File: config.mk
export PLATFORM = sky130hd
export DESIGN_NAME = dm_hart_ctrl_fsm
export DESIGN_NICKNAME = d
export VERILOG_FILES = /design/src/rtl/dm_ctrl_pkg.sv /design/src/rtl/dm_cmderr_reg.sv /design/src/rtl/dm_hart_ctrl_fsm.sv
export SDC_FILE = /design/constraint.sdc
export NUM_CORES = 1
export LEC_CHECK = 0
export ABC_AREA = 1
export CORE_MARGIN = 5
export CORE_UTILIZATION = 60
export CTS_BUF_LIST = sky130_fd_sc_hd__clkbuf_4 sky130_fd_sc_hd__clkbuf_8
export CTS_CLUSTER_DIAMETER = 50
export CTS_CLUSTER_SIZE = 12
export DETAILED_ROUTE_END_ITERATION = 7
export DONT_BUFFER_PORTS = 1
export PLACE_DENSITY = 0.74
export SYNTH_ARGS = -nofsm -noshare
export SYNTH_HDL_FRONTEND = slang
export SYNTH_SLANG_ARGS = --single-unit
export TNS_END_PERCENT = 50
File: constraint.sdc
create_clock -name clk_i -period 3.8 [get_ports clk_i]
set_input_delay 0.57 -clock clk_i [delete_from_list [all_inputs] [get_ports clk_i]]
set_output_delay 0.57 -clock clk_i [all_outputs]
set_load 0.01 [all_outputs]
File: src/rtl/dm_ctrl_pkg.sv
// Shared types and constants for the debug-module hart controller:
// FSM states, abstractcs.cmderr codes, flag bit positions and command fields.
package dm_ctrl_pkg;

  typedef enum logic [2:0] {
    ST_RUNNING  = 3'd0,
    ST_HALTING  = 3'd1,
    ST_HALTED   = 3'd2,
    ST_GO       = 3'd3,
    ST_CMD_EXEC = 3'd4,
    ST_RESUME   = 3'd5
  } state_e;

  localparam logic [2:0] CMDERR_NONE       = 3'd0;
  localparam logic [2:0] CMDERR_BUSY       = 3'd1;
  localparam logic [2:0] CMDERR_NOTSUP     = 3'd2;
  localparam logic [2:0] CMDERR_EXCEPTION  = 3'd3;
  localparam logic [2:0] CMDERR_HALTRESUME = 3'd4;

  localparam int FLAG_GO     = 0;
  localparam int FLAG_RESUME = 1;

  localparam int CMDTYPE_MSB  = 31;
  localparam int CMDTYPE_LSB  = 24;
  localparam int CMD_TRANSFER = 17;
  localparam int CMD_POSTEXEC = 18;

  // An access-register command only needs the hart to run the program buffer
  // or ROM when it transfers data or asks for post-execution.
  function automatic logic cmd_needs_exec(input logic [31:0] cmd);
    return cmd[CMD_TRANSFER] | cmd[CMD_POSTEXEC];
  endfunction

endpackage

File: src/rtl/dm_cmderr_reg.sv
// Sticky abstractcs.cmderr register: the first error after a clear is kept,
// and a clear wins over an error reported in the same cycle.
module dm_cmderr_reg
  import dm_ctrl_pkg::*;
(
  input  logic       clk_i,
  input  logic       rst_ni,
  input  logic       set,
  input  logic [2:0] code,
  input  logic       clear,
  output logic [2:0] cmderr
);

  always_ff @(posedge clk_i or negedge rst_ni) begin
    if (!rst_ni) begin
      cmderr <= CMDERR_NONE;
    end else if (clear) begin
      cmderr <= CMDERR_NONE;
    end else if (set && (cmderr == CMDERR_NONE)) begin
      cmderr <= code;
    end
  end

endmodule

File: src/rtl/dm_hart_ctrl_fsm.sv
// Halt / resume / abstract-command sequencer for the hart-facing debug memory.
// Drives the go/resume flags the hart polls and tracks abstractcs status.
//
// state       | meaning
// ------------+----------------------------------------------------------
// RUNNING     | hart running, no debug request outstanding
// HALTING     | debug_req asserted, waiting for HALTED or timeout
// HALTED      | hart parked in the debug loop, accepts commands / resume
// GO          | go flag raised, waiting for hart to write GOING
// CMD_EXEC    | hart executing the command, waiting for HALTED/EXCEPTION
// RESUME      | resume flag raised, waiting for hart to write RESUMING
module dm_hart_ctrl_fsm
  import dm_ctrl_pkg::*;
#(
  parameter int HaltTimeout = 1024,
  parameter int CntWidth    = $clog2(HaltTimeout + 1)
) (
  input  logic        clk_i,
  input  logic        rst_ni,
  input  logic        haltreq_i,
  input  logic        resumereq_i,
  input  logic        cmd_valid_i,
  input  logic [31:0] cmd_i,
  input  logic        cmderr_clear_i,
  input  logic        halted_we_i,
  input  logic        going_we_i,
  input  logic        resuming_we_i,
  input  logic        exception_we_i,
  output logic        debug_req_o,
  output logic [63:0] flags_o,
  output logic [31:0] cmd_o,
  output logic        busy_o,
  output logic [2:0]  cmderr_o,
  output logic        halted_o,
  output logic        resumeack_o,
  output logic        halt_timeout_o
);

  // The halt wait counts down from HaltTimeout-1 and gives up at zero, which
  // keeps the HALTING window exactly HaltTimeout cycles long.
  localparam logic [CntWidth-1:0] CntLoad = CntWidth'(HaltTimeout - 1);

  state_e              state, state_next;
  logic [CntWidth-1:0] cnt, cnt_next;
  logic [31:0]         cmd_q, cmd_next;
  logic                halted_q, halted_next;
  logic                ack_q, ack_next;
  logic                tmo_q, tmo_next;
  logic                err_set;
  logic [2:0]          err_code;
  logic                busy;
  logic                cmd_supported;

  assign busy          = (state == ST_GO) || (state == ST_CMD_EXEC);
  assign cmd_supported = (cmd_i[CMDTYPE_MSB:CMDTYPE_LSB] == 8'd0);

  always_ff @(posedge clk_i or negedge rst_ni) begin
    if (!rst_ni) begin
      state    <= ST_RUNNING;
      cnt      <= '0;
      cmd_q    <= '0;
      halted_q <= 1'b0;
      ack_q    <= 1'b0;
      tmo_q    <= 1'b0;
    end else begin
      state    <= state_next;
      cnt      <= cnt_next;
      cmd_q    <= cmd_next;
      halted_q <= halted_next;
      ack_q    <= ack_next;
      tmo_q    <= tmo_next;
    end
  end

  always_comb begin
    state_next  = state;
    cnt_next    = cnt;
    cmd_next    = cmd_q;
    halted_next = halted_q;
    ack_next    = ack_q;
    tmo_next    = tmo_q;
    err_set     = 1'b0;
    err_code    = CMDERR_NONE;

    unique case (state)
      ST_RUNNING: begin
        if (halted_we_i) begin
          state_next  = ST_HALTED;
          halted_next = 1'b1;
        end else if (haltreq_i) begin
          state_next = ST_HALTING;
          cnt_next   = CntLoad;
        end
      end
      ST_HALTING: begin
        if (halted_we_i) begin
          state_next  = ST_HALTED;
          halted_next = 1'b1;
        end else if (cnt == '0) begin
          state_next = ST_RUNNING;
          tmo_next   = 1'b1;
        end else begin
          cnt_next = cnt - CntWidth'(1);
        end
      end
      ST_HALTED: begin
        if (cmd_valid_i) begin
          if (!cmd_supported) begin
            err_set  = 1'b1;
            err_code = CMDERR_NOTSUP;
          end else begin
            cmd_next = cmd_i;
            if (cmd_needs_exec(cmd_i)) state_next = ST_GO;
          end
        end else if (resumereq_i && !haltreq_i) begin
          state_next  = ST_RESUME;
          halted_next = 1'b0;
          ack_next    = 1'b0;
        end
      end
      ST_GO: begin
        if (going_we_i) state_next = ST_CMD_EXEC;
      end
      ST_CMD_EXEC: begin
        if (exception_we_i) begin
          state_next = ST_HALTED;
          err_set    = 1'b1;
          err_code   = CMDERR_EXCEPTION;
        end else if (halted_we_i) begin
          state_next = ST_HALTED;
        end
      end
      ST_RESUME: begin
        if (resuming_we_i) begin
          state_next = ST_RUNNING;
          ack_next   = 1'b1;
        end
      end
      default: state_next = ST_RUNNING;
    endcase

    // Commands arriving outside the idle halted state are rejected here;
    // an exception reported in the same cycle takes precedence.
    if (cmd_valid_i && !err_set) begin
      if (busy) begin
        err_set  = 1'b1;
        err_code = CMDERR_BUSY;
      end else if (state != ST_HALTED) begin
        err_set  = 1'b1;
        err_code = CMDERR_HALTRESUME;
      end
    end
  end

  dm_cmderr_reg u_cmderr (
    .clk_i  (clk_i),
    .rst_ni (rst_ni),
    .set    (err_set),
    .code   (err_code),
    .clear  (cmderr_clear_i),
    .cmderr (cmderr_o)
  );

  always_comb begin
    flags_o              = '0;
    flags_o[FLAG_GO]     = (state == ST_GO);
    flags_o[FLAG_RESUME] = (state == ST_RESUME);
  end

  assign debug_req_o    = (state == ST_HALTING);
  assign busy_o         = busy;
  assign cmd_o          = cmd_q;
  assign halted_o       = halted_q;
  assign resumeack_o    = ack_q;
  assign halt_timeout_o = tmo_q;

endmodule

* Word-level counts from Yosys, hierarchy flattened *
Cells that the tools add are included.

cells by class
  reduce and logical (&&, ||, !) cells = 21
  bitwise logic cells = 2
  $add $sub $neg = 1
  multiplexer cells = 40
  equality and inequality tests = 21

operators with widths
  operator                                             number
  two-way mux 3 bit                                    17
  two-way mux 11 bit                                   4
  case mux 11 bit (2 select lines)                     1
  case mux 3 bit (6 select lines)                      1
  != test 2 bit (second input constant)                8
  != test 3 bit (second input constant)                5
  zero test 11 bit                                     1
  subtractor 11 x 1 -> 11 bit (second input constant)  1
  two-way mux 1 bit                                    10
  zero test 8 bit                                      1
  AND reduction 4 bit                                  2
  AND reduction 8 bit                                  1
  nonzero test 2 bit                                   4
  == test 3 x 2 -> 1 bit (second input constant)       2
  == test 3 bit (second input constant)                2
  zero test 3 bit                                      2
  two-way mux 2 bit                                    3
  != test 3 x 2 -> 1 bit (second input constant)       2
  case mux 1 bit (2 select lines)                      3
  AND reduction 3 bit                                  2
  AND reduction 5 bit                                  1
  case mux 2 bit (2 select lines)                      1
  == test 3 x 1 -> 1 bit (second input constant)       1
  logical AND 1 bit                                    3
  other kinds (6)                                      7

storage, ports and cells
  register bits = 52

* Longest topological paths before layout *
Gate-level depths: netlist of run 1.

  word-level depth = 10
  gate-level depth with buffers = 10
  depth with buffers taken out = 10

* Cells and area by module *
From an unflattened synthesis of run 1, not the netlist that was laid out.

unflattened totals
  cells, all modules = 336
  area, all modules = 3096.7 um2

by module, submodules not included
  module            cells an instance  area each (um2)  instances
  dm_hart_ctrl_fsm  320                2960.3           1
  dm_cmderr_reg     16                 136.4            1

* Worst setup path after synthesis of run 1 *
OpenSTA, ideal clock, no wires.

  path type = register -> output
  start = register state[2]
  end = output port busy_o
  arrival = 982 ps
  path buffers = 0
  data required time = 3230 ps
  cell stages (with the launch flop) = 4
  slack = 2248 ps
  path through = dfrtp_1 > inv_2 > nand2_1 > o21ai_0

on the way
  longest elaborated chain between the ends = 2
  elaborated cells on any way between the ends = 3
  classes of those cells = 2 x eq/ne; 1 x reduce/logical

RTL lines
  what                                                            RTL line                text
  start: declaration                                              dm_hart_ctrl_fsm.sv:43  state_e state, state_next;
  start signal: assignment                                        dm_hart_ctrl_fsm.sv:66  state <= state_next;
  == test 3 x 2 -> 1 bit / == test 3 bit (equally long branches)  dm_hart_ctrl_fsm.sv:54  assign busy = (state == ST_GO) || (state == ST_CMD_EXEC);
  logical OR 1 bit (*)                                            dm_hart_ctrl_fsm.sv:54
  end: declaration                                                dm_hart_ctrl_fsm.sv:32  output logic busy_o,

Mark *: on every way between the ends. The rest lies on a longest branch, timed or not.

* Worst setup path after layout of run 1 *
Same ends and word-level chain as after synthesis.

==> out/results.tsv, run 1 <==
metric	value	unit
Num CTS Buffers	5	
maximum clock rate	486	MHz
Post-CTS Resized	0	
final slew viol count	0	
Critical Path RT	3.23	ns
layout cell share with drive strength beyond 1	0.0916	
status	complete, no violations	
Crit Path Category	register to output port	
Final GP Congestion	0.819	
vias post-DR	2207	
Final Setup Violations	0	
post-CTS setup buffers	0	
Critical-path top delay cell	dfrtp_1	
critical path cell sequence	inv_2 > nand2_1 > o21ai_0	
port bufs	0	
Mapped Area	3100	sq um
Post-Synthesis Cells	403	
Critical Path Fanout Max	6	
fin util	0.593	
final clock skew	0.00697	ns
CTS sink cnt	52	
sequential element share of the synthesized area	0.420	
Period minus WS final	2.06	ns
EDFF count, synth	0	
unique cell type count in the Yosys netlist	27	
drt drc	0	
Max H-tree Level	2	
average via count per standard cell	4.66	
Slew Limit Headroom	0.650	
Total GRT Usage	0.174	
max cap viols	0	
area added between synthesis and finish	-2.75	%
Core Region	5070	sq um
Primary FF master, synth	dfrtp_1	
hold crit path type	input pin to asynchronous set/reset pin	
vias in the first global route	2104	
FF+latch count, synth	52	
Root Driver	clkbuf_8	
CTS Buffer Depth	2	
antenna violations before repair	0	
setup TNS	0	ns
post-route ant nets	0	
YS warnings	0	
DP Wirelength	4460	um
Critical Path End Type	output port	
grt total ovfl	0	
CP Launch Type	register	
Syn Area/Cell	7.68	sq um
most common cell after layout, fill and taps aside	nand2_1	
Top Family by Delay on Critical Path	flip-flops	
Max IR drop VDD	0.273	mV
Pwr Total	1.73	mW
number of top-level pins	146	
Nets	447	
Clock Pin Slew Worst Setup and Hold Paths	0.09	ns
Pre-antenna DRT Iters	4	
first-pass GRT wire length	9130	um
Post-synth ARST share	1.00	
cell depth of the worst setup path	3	
Slew @ Worst Pin	0.520	ns
number of antenna diodes	0	
num rows	26	
CTS tree	done	
Starting DRT DRC Count	58	
Die W	81.8	um
Die ar.	6700	sq um
DR WL/cell	12.1	um
final wirelength	5720	um
Starting Density	0.610	
height of the die	81.8	um
pwr/cell area	574	nW/um^2
R2R cell count	7	
most frequent cells in the layout	nand2_1 (141), conb_1 (62), dfrtp_1 (52)	
WP buf/inv	1	
Final Hold Viols	0	
Worst Path Arrival	1.49	ns
RSZ-0062 raised after global routing	false	
largest net degree at the start of global routing	53	
final period utilization	0.542	
Clk Latency, worst-skew pair	0.30	ns
Largest stage delay, worst path	0.46	ns
Pleak	1.76	nW
worst register-to-register path, cell delays in order, from the launching register on:
cell and delay [ns]:
dfrtp_1 0.46, inv_2 0.16, nand3_4 0.12, nor2_4 0.14, nand2_2 0.28, inv_2 0.50
nand2_1 0.10, nand2_1 0.09
report_power, final:
group | switching (mW) | internal (mW) | total [mW] | leakage [nW]
combinational | 0.417 | 0.209 | 0.626 | 1.06
sequential | 0.130 | 0.657 | 0.788 | 0.651
clock | 0.182 | 0.132 | 0.315 | 0.0485
logic make-up after synthesis:
kind of cell / share of synthesized area
fa+ha+maj: 0.00808
flops: 0.420
simple gates: 0.307
xor+xnor: 0.00283
compound gates: 0.0400
other cells: 0.00121
buf+inv: 0.220
repair_timing:
action                                  4_1_cts  5_1_grt
hold buffers                                  1        0
endpoints found under the setup margin        0        0
hold endpoints to repair                     52        0
sequential cells by signal, summed over array words and instances, names as in the netlist:
name	count
halt_timeout_o	1
cnt	11
u_cmderr.cmderr	3
resumeack_o	1
halted_o	1
cmd_o	32
state	3
metal layers:
layer	vias up	share of wire	GRT usage	routed length (um)
li1	1096	-	-	-
met1	1009	0.37	0.202	2110
met2	93	0.51	0.297	2930
met3	9	0.10	0.0636	584
met4	0	0.016	0.0565	90
met5	-	0	0	0
final cells by class:
cell class / count / area, sq um
Tap cell: 70 / 87.6
Clock buffer: 5 / 68.8
Sequential cell: 52 / 1300
Inverter: 43 / 161
Fill cell: 518 / 2060
Clock inverter: 3 / 22.5
Timing Repair Buffer: 1 / 27.5
Multi-Input combinational cell: 300 / 1340
synth_stat cells (2+ instances only):
| cell type | n | share of area |
|---|---|---|
| nand2_1 | 141 | 0.17 |
| nor3_1 | 3 | 0.0048 |
| nand3_1 | 22 | 0.036 |
| o21ai_0 | 9 | 0.015 |
| nor2_4 | 4 | 0.015 |
| dfrtp_1 | 52 | 0.42 |
| nand4_1 | 2 | 0.0040 |
| nor2_2 | 2 | 0.0040 |
| o21ai_2 | 7 | 0.020 |
| inv_2 | 5 | 0.0061 |
| nand3_2 | 2 | 0.0065 |
| nand3_4 | 2 | 0.011 |
| inv_1 | 38 | 0.046 |
| buf_2 | 2 | 0.0032 |
| ha_1 | 2 | 0.0081 |
| nand2_2 | 3 | 0.0061 |
| nand3b_1 | 2 | 0.0048 |
| a21oi_1 | 2 | 0.0032 |
| buf_4 | 66 | 0.16 |
| nor2_1 | 30 | 0.036 |
through the flow:
step / worst slack [ns] / hold slack [ns] / cell area (sq um) / cells
floorplan: 2.25 / 0.274 / 3320 / 464
global placement: 1.89 / 0.277 / 2890 / 465
detailed placement: 1.85 / 0.276 / 2890 / 465
CTS: 1.73 / 0.121 / 3010 / 474
global route: 1.61 / 0.105 / 3010 / 474
finish: 1.74 / 0.112 / 3010 / 474
final timing paths:
kind | start | endpoint | slack (ns)
setup / recovery | state[2] | busy_o | 1.74
hold / removal | rst_ni | cmd_o[30] | 0.11
setup reg to reg | state[2] | cmd_o[0] | 1.89
hold reg to reg | cnt[1] | cnt[1] | 0.52
max in group asynchronous | rst_ni | cnt[10] | 3.45
min in group clk_i | cmderr_clear_i | u_cmderr.cmderr[1] | 0.33
No activity file was read; power rests on OpenSTA's default activity.
==> inputs of run 2 (changes only) <==
clock period = 2.1 ns   (was 3.8 ns; I/O delays follow)
==> run 2 against run 1 <==
Setup slack got worse by 1.5 ns. Combinational power increased by 82%. Die area unchanged. Critical path depth unchanged. First-iteration DRC count increased by 60%. Sequential cell count unchanged. Critical path type unchanged. Largest power group unchanged.
==> out/results.tsv, run 2 (synthesis gave the netlist of run 1 again) <==
metric	value	unit
drt drc	0	
Nets	449	
port bufs	0	
largest net degree at the start of global routing	53	
Total GRT Usage	0.168	
grt total ovfl	0	
DP Wirelength	4350	um
Critical Path End Type	output port	
antenna violations before repair	0	
Worst Path Arrival	1.50	ns
Hold EP	u_cmderr.cmderr[1]	
Starting Density	0.610	
number of antenna diodes	0	
Pleak	1.78	nW
average via count per standard cell	4.58	
CP Launch Type	register	
number of top-level pins	146	
setup TNS	0	ns
vias in the first global route	1966	
Hold Startpoint	cmderr_clear_i	
Pre-antenna DRT Iters	4	
Final Hold Viols	0	
post-CTS setup buffers	0	
Critical Path Fanout Max	6	
Max H-tree Level	2	
FF-to-FF setup slack	0.49	ns
vias post-DR	2179	
Root Driver	clkbuf_8	
Sequential Power Share	0.437	
Period minus WS final	1.81	ns
top sig layer	met4	
DR WL/cell	11.9	um
Crit Path Category	register to output port	
max cap viols	0	
num rows	26	
Slew Limit Headroom	0.640	
RSZ-0062 raised after global routing	false	
most frequent cells in the layout	nand2_1 (141), conb_1 (62), dfrtp_1 (52)	
final period utilization	0.864	
Die ar.	6700	sq um
Logic pwr share	0.349	
dpl cells	466	
Die W	81.8	um
Starting DRT DRC Count	93	
CTS Buffer Depth	2	
first-pass GRT wire length	8820	um
R2R Path Start	cnt[0]	
R2R cell count	9	
max reg flops	32	
Pint	1.94	mW
Hold Path Cell Cnt	1	
Core Region	5070	sq um
multi-input logic area	1340	sq um
Clock Pin Slew Worst Setup and Hold Paths	0.09	ns
final clock skew	0.00490	ns
post-route ant nets	0	
routed wl met2	2790	um
most common cell after layout, fill and taps aside	nand2_1	
Critical Path RT	1.78	ns
WL met1	2320	um
register area	1300	sq um
area added between synthesis and finish	-1.41	%
pwr/cell area	1070	nW/um^2
Net Sw Power	1.33	mW
worst reg2reg endpoint	cnt[8]	
Slew @ Worst Pin	0.534	ns
hold buffers post-CTS	2	
Clk Latency, worst-skew pair	0.30	ns
Num CTS Buffers	5	
filler cell count	501	
Post-CTS Resized	0	
Max IR drop VDD	0.536	mV
non-filler cells, final	476	
final slew viol count	0	
CTS tree	done	
met3 wire len	525	um
hold crit path type	input pin to register	
Clock power frac	0.214	
status	complete, no violations	
Final Setup Violations	0	
layout cell share with drive strength beyond 1	0.0936	
final wirelength	5670	um
switch share	0.406	
maximum clock rate	551	MHz
CTS sink cnt	52	
Final GP Congestion	0.778	
height of the die	81.8	um
==> run 2: cell types whose count changed in the layout (fill, tap and decap cells not counted) <==
cell / change
dlygate4sd3_1: +1
bufinv_16: +1
buf_4: +1
clkbuf_4: +1
clkinv_2: -1
clkinv_4: -1
==> run 2: power groups by stage <==
stage	Sequential [mW]	Clock [mW]	Combinational (mW)
2_1_floorplan	1.40	0	1.08
4_1_cts	1.43	0.724	1.15
3_3_place_gp	1.44	0	1.09
5_1_grt	1.46	0.760	1.33
6_report	1.43	0.699	1.14
3_5_place_dp	1.45	0	1.12
==> run 2: layer usage <==
metal,vias to the layer above,track usage
met3,2,0.0581
met4,0,0.0565
met2,81,0.273
met5,-,0
li1,1106,-
met1,990,0.209
==> run 2: layout make-up <==
type / count / area share
Tap cell: 70 / 0.0287
Inverter: 43 / 0.0529
Timing Repair Buffer: 3 / 0.0148
Clock inverter: 2 / 0.0127
Sequential cell: 52 / 0.426
Multi-Input combinational cell: 300 / 0.440
Clock buffer: 6 / 0.0250
==> run 2: worst max path at each step <==
stage	startpoint	end	slack (ns)	cells past startpoint
finish	state[2]	busy_o	0.29	3
global route	state[2]	busy_o	0.22	3
floorplan	cnt[0]	cnt[4]	0.74	7
detailed placement	cnt[0]	cnt[8]	0.48	9
global placement	state[2]	cmd_o[12]	0.57	7
CTS	state[2]	busy_o	0.30	3
==> run 2: worst max-delay path: stages, from the launching register on <==
cell and delay, ns:
dfrtp_1 0.45, inv_2 0.15, nand2_1 0.13, o21ai_0 0.46
==> run 2: through the flow <==
stage          total power [mW]   util  hold slack, ns  setup slack, ns  area, sq um
2_1_floorplan              2.47      -          0.0194            0.735         3320
3_3_place_gp               2.53  0.571          0.0216            0.572         2900
3_5_place_dp               2.57  0.571          0.0213            0.483         2900
4_1_cts                    3.30  0.601          0.0512            0.300         3050
5_1_grt                    3.55  0.601          0.0525            0.225         3050
6_report                   3.27  0.601          0.0683            0.285         3050
